File: config.mk
export PLATFORM = sky130hd
export DESIGN_NAME = moving_average_param
export DESIGN_NICKNAME = d
export VERILOG_FILES = /design/src/rtl/moving_average_param.sv
export SDC_FILE = /design/constraint.sdc
export NUM_CORES = 1
export LEC_CHECK = 0
export ABC_CLOCK_PERIOD_IN_PS = 7300
export CORE_ASPECT_RATIO = 1.5
export CORE_UTILIZATION = 60
export DETAILED_ROUTE_END_ITERATION = 6
export GPL_ROUTABILITY_DRIVEN = 0
export PLACE_DENSITY = 0.8
export SKIP_CTS_REPAIR_TIMING = 1
export SLEW_MARGIN = 10
export SYNTH_ARGS = -nofsm -noshare
export SYNTH_HDL_FRONTEND = slang
export SYNTH_SLANG_ARGS = --single-unit
File: constraint.sdc
create_clock -name clk -period 7.3 [get_ports clk]
set_input_delay 0.73 -clock clk [delete_from_list [all_inputs] [get_ports clk]]
set_output_delay 0.73 -clock clk [all_outputs]
set_load 0.005 [all_outputs]
File: src/rtl/moving_average_param.sv
// Sliding-window moving average over a runtime-selectable power-of-two window.
// Strobe-edge sample input, round-half-up output, fill status and sticky overrun.
module moving_average_param #(
  parameter int unsigned DATA_W     = 10,
  parameter int unsigned LOG2_MAX_N = 3
) (
  input  logic              clk,
  input  logic              rst_n,
  input  logic              ena,
  input  logic              strobe_in,
  input  logic [DATA_W-1:0] data_in,
  input  logic [2:0]        win_log2,
  output logic [DATA_W-1:0] data_out,
  output logic              strobe_out,
  output logic              window_full,
  output logic              overrun
);

  localparam int unsigned MAX_N = 1 << LOG2_MAX_N;
  localparam int unsigned SUM_W = DATA_W + LOG2_MAX_N;

  typedef enum logic [1:0] {S_IDLE, S_CAPTURE, S_UPDATE} state_t;

  state_t                  r_state, w_state_next;
  logic [DATA_W-1:0]       r_buf [MAX_N];
  logic [LOG2_MAX_N-1:0]   r_wr_ptr;
  logic [SUM_W-1:0]        r_sum;
  logic [LOG2_MAX_N:0]     r_fill;
  logic [2:0]              r_k_act;
  logic [DATA_W-1:0]       r_in;
  logic                    r_strobe_d;
  logic [DATA_W-1:0]       r_data_out;
  logic                    r_strobe_out;
  logic                    r_window_full;
  logic                    r_overrun;

  logic [2:0]              w_k_req;
  logic                    w_event;
  logic                    w_flush;
  logic [LOG2_MAX_N:0]     w_span;
  logic [LOG2_MAX_N-1:0]   w_rd_ptr;
  logic [DATA_W-1:0]       w_oldest;
  logic [SUM_W-1:0]        w_sum_next;
  logic [LOG2_MAX_N:0]     w_fill_inc;
  logic [SUM_W-1:0]        w_round;
  logic [SUM_W-1:0]        w_rounded;
  logic [DATA_W-1:0]       w_avg;

  assign w_k_req  = (win_log2 > 3'(LOG2_MAX_N)) ? 3'(LOG2_MAX_N) : win_log2;
  assign w_event  = ena & strobe_in & ~r_strobe_d;
  assign w_flush  = (r_state == S_IDLE) && (w_k_req != r_k_act);

  // Window of MAX_N wraps the span to 0, so the oldest slot is the one about to be overwritten.
  assign w_span     = {{LOG2_MAX_N{1'b0}}, 1'b1} << r_k_act;
  assign w_rd_ptr   = r_wr_ptr - w_span[LOG2_MAX_N-1:0];
  assign w_oldest   = r_buf[w_rd_ptr];
  assign w_sum_next = r_sum + SUM_W'(r_in) - SUM_W'(w_oldest);
  assign w_fill_inc = (r_fill == w_span) ? r_fill : r_fill + (LOG2_MAX_N+1)'(1);
  assign w_round    = (r_k_act == 3'd0) ? '0 : SUM_W'(w_span >> 1);
  assign w_rounded  = r_sum + w_round;
  assign w_avg      = DATA_W'(w_rounded >> r_k_act);

  always_ff @(posedge clk or negedge rst_n) begin
    if (!rst_n) r_state <= S_IDLE;
    else        r_state <= w_state_next;
  end

  always_comb begin
    w_state_next = r_state;
    case (r_state)
      S_IDLE:    if (w_event) w_state_next = S_CAPTURE;
      S_CAPTURE: w_state_next = S_UPDATE;
      S_UPDATE:  w_state_next = S_IDLE;
      default:   w_state_next = S_IDLE;
    endcase
  end

  always_ff @(posedge clk or negedge rst_n) begin
    if (!rst_n) begin
      for (int unsigned i = 0; i < MAX_N; i++) r_buf[i] <= '0;
      r_wr_ptr      <= '0;
      r_sum         <= '0;
      r_fill        <= '0;
      r_k_act       <= '0;
      r_in          <= '0;
      r_strobe_d    <= 1'b0;
      r_data_out    <= '0;
      r_strobe_out  <= 1'b0;
      r_window_full <= 1'b0;
      r_overrun     <= 1'b0;
    end else begin
      r_strobe_d   <= strobe_in;
      r_strobe_out <= 1'b0;
      case (r_state)
        S_IDLE: begin
          // Flush and capture may coincide: the captured sample opens the new window.
          if (w_flush) begin
            for (int unsigned i = 0; i < MAX_N; i++) r_buf[i] <= '0;
            r_wr_ptr      <= '0;
            r_sum         <= '0;
            r_fill        <= '0;
            r_window_full <= 1'b0;
            r_overrun     <= 1'b0;
            r_k_act       <= w_k_req;
          end
          if (w_event) r_in <= data_in;
        end
        S_CAPTURE: begin
          r_sum           <= w_sum_next;
          r_buf[r_wr_ptr] <= r_in;
          r_wr_ptr        <= r_wr_ptr + LOG2_MAX_N'(1);
          r_fill          <= w_fill_inc;
          r_window_full   <= (w_fill_inc == w_span);
          if (w_event) r_overrun <= 1'b1;
        end
        S_UPDATE: begin
          r_data_out   <= w_avg;
          r_strobe_out <= 1'b1;
          if (w_event) r_overrun <= 1'b1;
        end
        default: ;
      endcase
    end
  end

  assign data_out    = r_data_out;
  assign strobe_out  = r_strobe_out;
  assign window_full = r_window_full;
  assign overrun     = r_overrun;

endmodule

; ---- Word-level counts from Yosys, hierarchy flattened
; Cells that the tools add are included.
[word_totals]
register_bits = 129
out_inout_bits = 13
[op_classes]
n_addsub = 6
n_lt_le_gt_ge = 4
n_eq_ne = 8
shift = 2
mux = 24
bitwise = 5
n_reduce_logical = 11
[ops]
columns = cell, count
row1 = 80-bit case mux with 2 select lines, 1
row2 = 80-bit bitwise mux, 1
row3 = 80-bit 2-to-1 mux, 1
row4 = 10-bit binary-select mux with 3-bit select, 1
row5 = 10-bit demux with 3-bit select, 1
row6 = 10-bit 2-to-1 mux, 3
row7 = 13-bit case mux with 2 select lines, 1
row8 = 13-bit by 10-bit adder with 13-bit output, 1
row9 = 13-bit by 3-bit adder with 13-bit output, 1
row10 = 13-bit 2-to-1 mux, 1
row11 = 13-bit by 3-bit >> shifter with 10-bit output, 1
row12 = 13-bit by 10-bit subtractor with 13-bit output, 1
row13 = 3-bit 2-to-1 mux, 3
row14 = 4-bit == test, 2
row15 = "4-bit greater-or-equal comparator, second input constant", 2
row16 = 4-bit 2-to-1 mux, 2
row17 = 3-bit NOT with 4-bit output, 2
row18 = 4-bit case mux with 2 select lines, 1
row19 = 3-bit case mux with 2 select lines, 1
row20 = 2-bit AND reduction, 3
row21 = "4-bit by 1-bit adder with 4-bit output, second input constant", 1
row22 = "4-bit by 1-bit less-than comparator with 1-bit output, second input constant", 1
row23 = "2-bit != test, second input constant", 2
row24 = 1-bit case mux with 2 select lines, 2
row25 = other kinds (19), 24

; ---- Logic depth before layout (Yosys ltp)
[depth]
ltp_word = 8
ltp_mapped = 19
mapped_depth_nobuf = 17

; ---- Worst setup path after synthesis
; OpenSTA, ideal clock, no wires.
[synth_path]
path_kind = reg2reg
from = register r_k_act[0]
to = register r_sum[12]
arrival_ns = 4.775
path_slack_ns = 2.443
stages_incl_launch_ff = 17
path_buffers = 4
cell_sequence = dfrtp_1 > clkbuf_1 > buf_2 > buf_1 > nand2_1 > fa_1 > clkbuf_1 > mux4_2 > mux2i_1 > fa_1 > ha_1 > a21oi_1 > nand2_1 > o21ai_0 > a31oi_1 > a21bo_2 > a31oi_1
[synth_between]
elab_chain_len = 8
elab_cells_between_ends = 12
classes_between = 2 x add/sub / 2 x eq/ne / 1 x shift / 4 x mux / 1 x bitwise / 2 x reduce/logical
[synth_rtl]
columns = item, line
row1 = "start, declared", 29  ; logic [2:0] r_k_act;
row2 = "start signal, assigned", 104  ; r_k_act <= w_k_req;
row3 = 1-bit by 3-bit << shifter with 4-bit output, 54  ; assign w_span = {{LOG2_MAX_N{1'b0}}, 1'b1} << r_k_act;
row4 = 3-bit subtractor, 55  ; assign w_rd_ptr = r_wr_ptr - w_span[LOG2_MAX_N-1:0];
row5 = 3-bit NOT with 4-bit output (implied by the code), 56  ; assign w_oldest = r_buf[w_rd_ptr];
row6 = 10-bit binary-select mux with 3-bit select, 56
row7 = 10-bit 2-to-1 mux (implied by the code) (2 in a row), 56
row8 = 13-bit by 10-bit subtractor with 13-bit output, 57  ; assign w_sum_next = r_sum + SUM_W'(r_in) - SUM_W'(w_oldest);
row9 = 13-bit case mux with 2 select lines, 94  ; case (r_state)
row10 = "end signal, assigned", 109  ; r_sum <= w_sum_next;
row11 = "end, declared", 27  ; logic [SUM_W-1:0] r_sum;
; Several ways; a longest one is shown, not always the timed one. The select of a mux whose other input is x is not followed.
; A chain may end at the register's enable or synchronous reset.

; ---- Final worst setup path
[layout_path]
from = register r_k_act[1]
to = register r_sum[12]
; Same word-level chain as after synthesis.

==> flow_summary.json <==
{
  "crit_required_ns": 7.65,
  "crit_fanout": 23,
  "finalWirelength_mm": 19.1,
  "worstHoldPathType": "primary input to async pin",
  "h-tree-depth": 4,
  "final-instance-count-excl-fill": 925,
  "path_cells": "nor3_1, nand2b_1, fa_1, mux4_2, mux2_2, ha_1, inv_1, ha_1, inv_1, fa_1, nand2b_1, a21oi_1, o21ai_0, o31a_1, a21bo_2, a31oi_1",
  "synth_area_leaders": "dfrtp_1 (43%), o21ai_0 (7.0%), mux4_2 (6.3%)",
  "path_clk_slew_ns": 0.06,
  "final_common_cell": "dfrtp_1",
  "multi_input_area_sq_um": 3970,
  "ys_types": 63,
  "grt_setup_unrepaired": "false",
  "grt_usage": 0.317,
  "async_flop_share": 1.00,
  "final-hold-violation-count": 0,
  "p_per_area_nw_per_um2": 477,
  "finalCritPeriodShare": 0.782,
  "synth_fp_nets": 813,
  "clock_path_buffers": 2,
  "synth-seq-cells": 129,
  "syn_inst": 762,
  "power.static_leakage_nw": 3.46,
  "worst_pin_slew_ns": 1.01,
  "synthToLayoutAreaGrowth_pct": 12.1,
  "max-slew-margin-rel": 0.324,
  "cp.depth": 16,
  "grt_first_pass_wirelength_mm": 31.3,
  "r2r_slack_ns": 1.59,
  "drt_first_pass_iters": 6,
  "first_iter_violations": 397,
  "row_count": 49,
  "slowest_stage": "fa_1",
  "portBuffers": 29,
  "seq_area_sq_um": 3230,
  "cp.arrival_ns": 6.06,
  "max_cap_viol_count": 0,
  "synth_flop_cell": "dfrtp_1",
  "fin_skew_ns": 0.0102,
  "synth_edf_count": 0,
  "most-common-layout-cells": "dfrtp_1 (129), o21ai_0 (106), nand3_1 (89), nand2_1 (48)",
  "worst_setup_path_start_kind": "register",
  "finalMaxSlewViolations": 0,
  "path_class": "register to register",
  "vias_per_cell": 6.71,
  "clk_latency_ns": 0.42,
  "slowest_delay_ns": 1.10,
  "syn_avg_cell_area_sq_um": 9.88,
  "clock-sinks": 129,
  "final_nets": 810,
  "start_util": 0.620,
  "peakVddDrop_mv": 0.235,
  "dpl.cell_count": 893,
  "final.setup.tns_ns": 0,
  "hpwl_mm": 13.0,
  "ios": 30,
  "reg2reg_depth": 16,
  "fillCellCount": 872,
  "synth_seq_area_share": 0.429,
  "fin_crit_ns": 5.71,
  "num_vias": 6211,
  "outcome": "complete, no violations",
  "drcViolationCount": 0,
  "setup_viol": 0,
  "final_layout_size_suffix_gt1_frac": 0.111,
  "n_antenna_cell": 0,
  "cts_tree": "done",
  "syn-cell-area_sq_um": 7530,
  "grt_antenna_before_repair": 0,
  "fp.coreArea_sq_um": 12100,
  "cts_buffers": 17,
  "critical_path.top_delay_family": "adder cells",
  "fmax_ghz": 0.175,
  "die_w_um": 93.5,
  "grt_overflow": 0,
  "die_height_um": 139,
  "yosys_warnings": 0,
  "grt_max_degree": 82,
  "grt_pass1_vias": 6403,
  "yosysTopAreaCellShare": 0.429,
  "die-area_sq_um": 13000,
  "critPathBufInv": 2,
  "endpoint_kind": "register",
  "antenna_left": 0,
  "synth_area_leader_cell": "dfrtp_1",
  "routedWlPerCell_um": 20.7,
  "root_buffer": "clkbuf_16"
}
==> registers in the layout (all words and copies together) (netlist names) <==
name,count
r_k_act,3
data_out,10
window_full,1
overrun,1
r_in,10
r_strobe_d,1
r_wr_ptr,3
r_buf,80
r_sum,13
r_fill,4
r_state,2
strobe_out,1
==> cells by family (layout without fill, tap and decap cells) <==
family / Yosys count / after routing / share of synthesized area
AOI/OAI and AO/OA: 208 / 208 / 0.168
xor gates and xnor gates: 21 / 21 / 0.0254
adders and majority gates: 34 / 34 / 0.0685
buffers and inverters: 87 / 97 / 0.0459
DFF: 129 / 129 / 0.429
muxes: 53 / 53 / 0.108
and+or+nand+nor: 230 / 230 / 0.156
==> cells in the mapped netlist, types with 9 or more instances <==
| library cell | instances |
|---|---|
| mux2i_1 | 19 |
| mux4_2 | 21 |
| a22o_1 | 11 |
| dfrtp_1 | 129 |
| clkbuf_1 | 41 |
| o21ai_0 | 106 |
| mux2_2 | 13 |
| nand2b_1 | 13 |
| nand4_1 | 9 |
| buf_2 | 9 |
| fa_1 | 12 |
| nand3_1 | 89 |
| a21oi_1 | 26 |
| ha_1 | 22 |
| a211oi_1 | 9 |
| xnor2_1 | 14 |
| inv_1 | 28 |
| nand2_1 | 48 |
| nor2_1 | 28 |
==> power by group <==
| group | total, mW | leakage (nW) | switching (mW) | internal (mW) |
|---|---|---|---|---|
| registers | 1.03 | 1.74 | 0.175 | 0.856 |
| logic | 2.13 | 1.44 | 1.28 | 0.850 |
| clock network | 0.868 | 0.280 | 0.321 | 0.548 |
| total | 4.03 | 3.46 | 1.78 | 2.25 |
==> worst reg2reg max path, stage by stage (launching register included) <==
cell      delay, ns
dfrtp_1        0.62
nor3_1         0.61
nand2b_1       0.14
fa_1           1.10
mux4_2         0.45
mux2_2         0.29
ha_1           0.28
inv_1          0.06
ha_1           0.18
inv_1          0.06
fa_1           0.37
nand2b_1       0.19
a21oi_1        0.26
o21ai_0        0.28
o31a_1         0.37
a21bo_2        0.22
a31oi_1        0.15
==> final cells by class <==
type	instances	area share
Sequential cell	129	0.383
Timing Repair Buffer	36	0.0403
Clock buffer	21	0.0534
Inverter	29	0.0129
Clock inverter	11	0.0184
Multi-Input combinational cell	546	0.470
Tap cell	153	0.0227
==> routing by layer <==
layer	track usage	vias to the layer above	part of all wire	wire length, um
met5	0	-	0	0
li1	-	2791	-	-
met4	0.250	0	0.065	1240
met3	0.0647	92	0.055	1050
met2	0.534	267	0.52	10000
met1	0.338	3061	0.36	6810
==> stage by stage <==
stage / power, mW / setup WS, ns / util / area (sq um) / hold slack, ns
final: 4.03 / 1.59 / 0.695 / 8440 / 0.326
after global routing: 4.29 / 1.22 / 0.695 / 8440 / 0.372
after CTS: 4.01 / 1.64 / 0.695 / 8440 / 0.347
after detailed placement: 3.11 / 1.74 / 0.645 / 7830 / 0.487
after global placement: 3.02 / 1.90 / 0.645 / 7830 / 0.476
after floorplan: 2.58 / 2.44 / - / 7530 / 0.434
==> worst paths after layout <==
path,startpoint,endpoint
max,r_k_act[1],r_sum[12]
min,rst_n,r_state[1]
max reg2reg,r_k_act[1],r_sum[12]
min reg2reg,data_out[4],data_out[4]
max in group asynchronous,rst_n,r_buf[26]
min in group clk,data_out[4],data_out[4]
No activity file was read; power rests on OpenSTA's default activity.
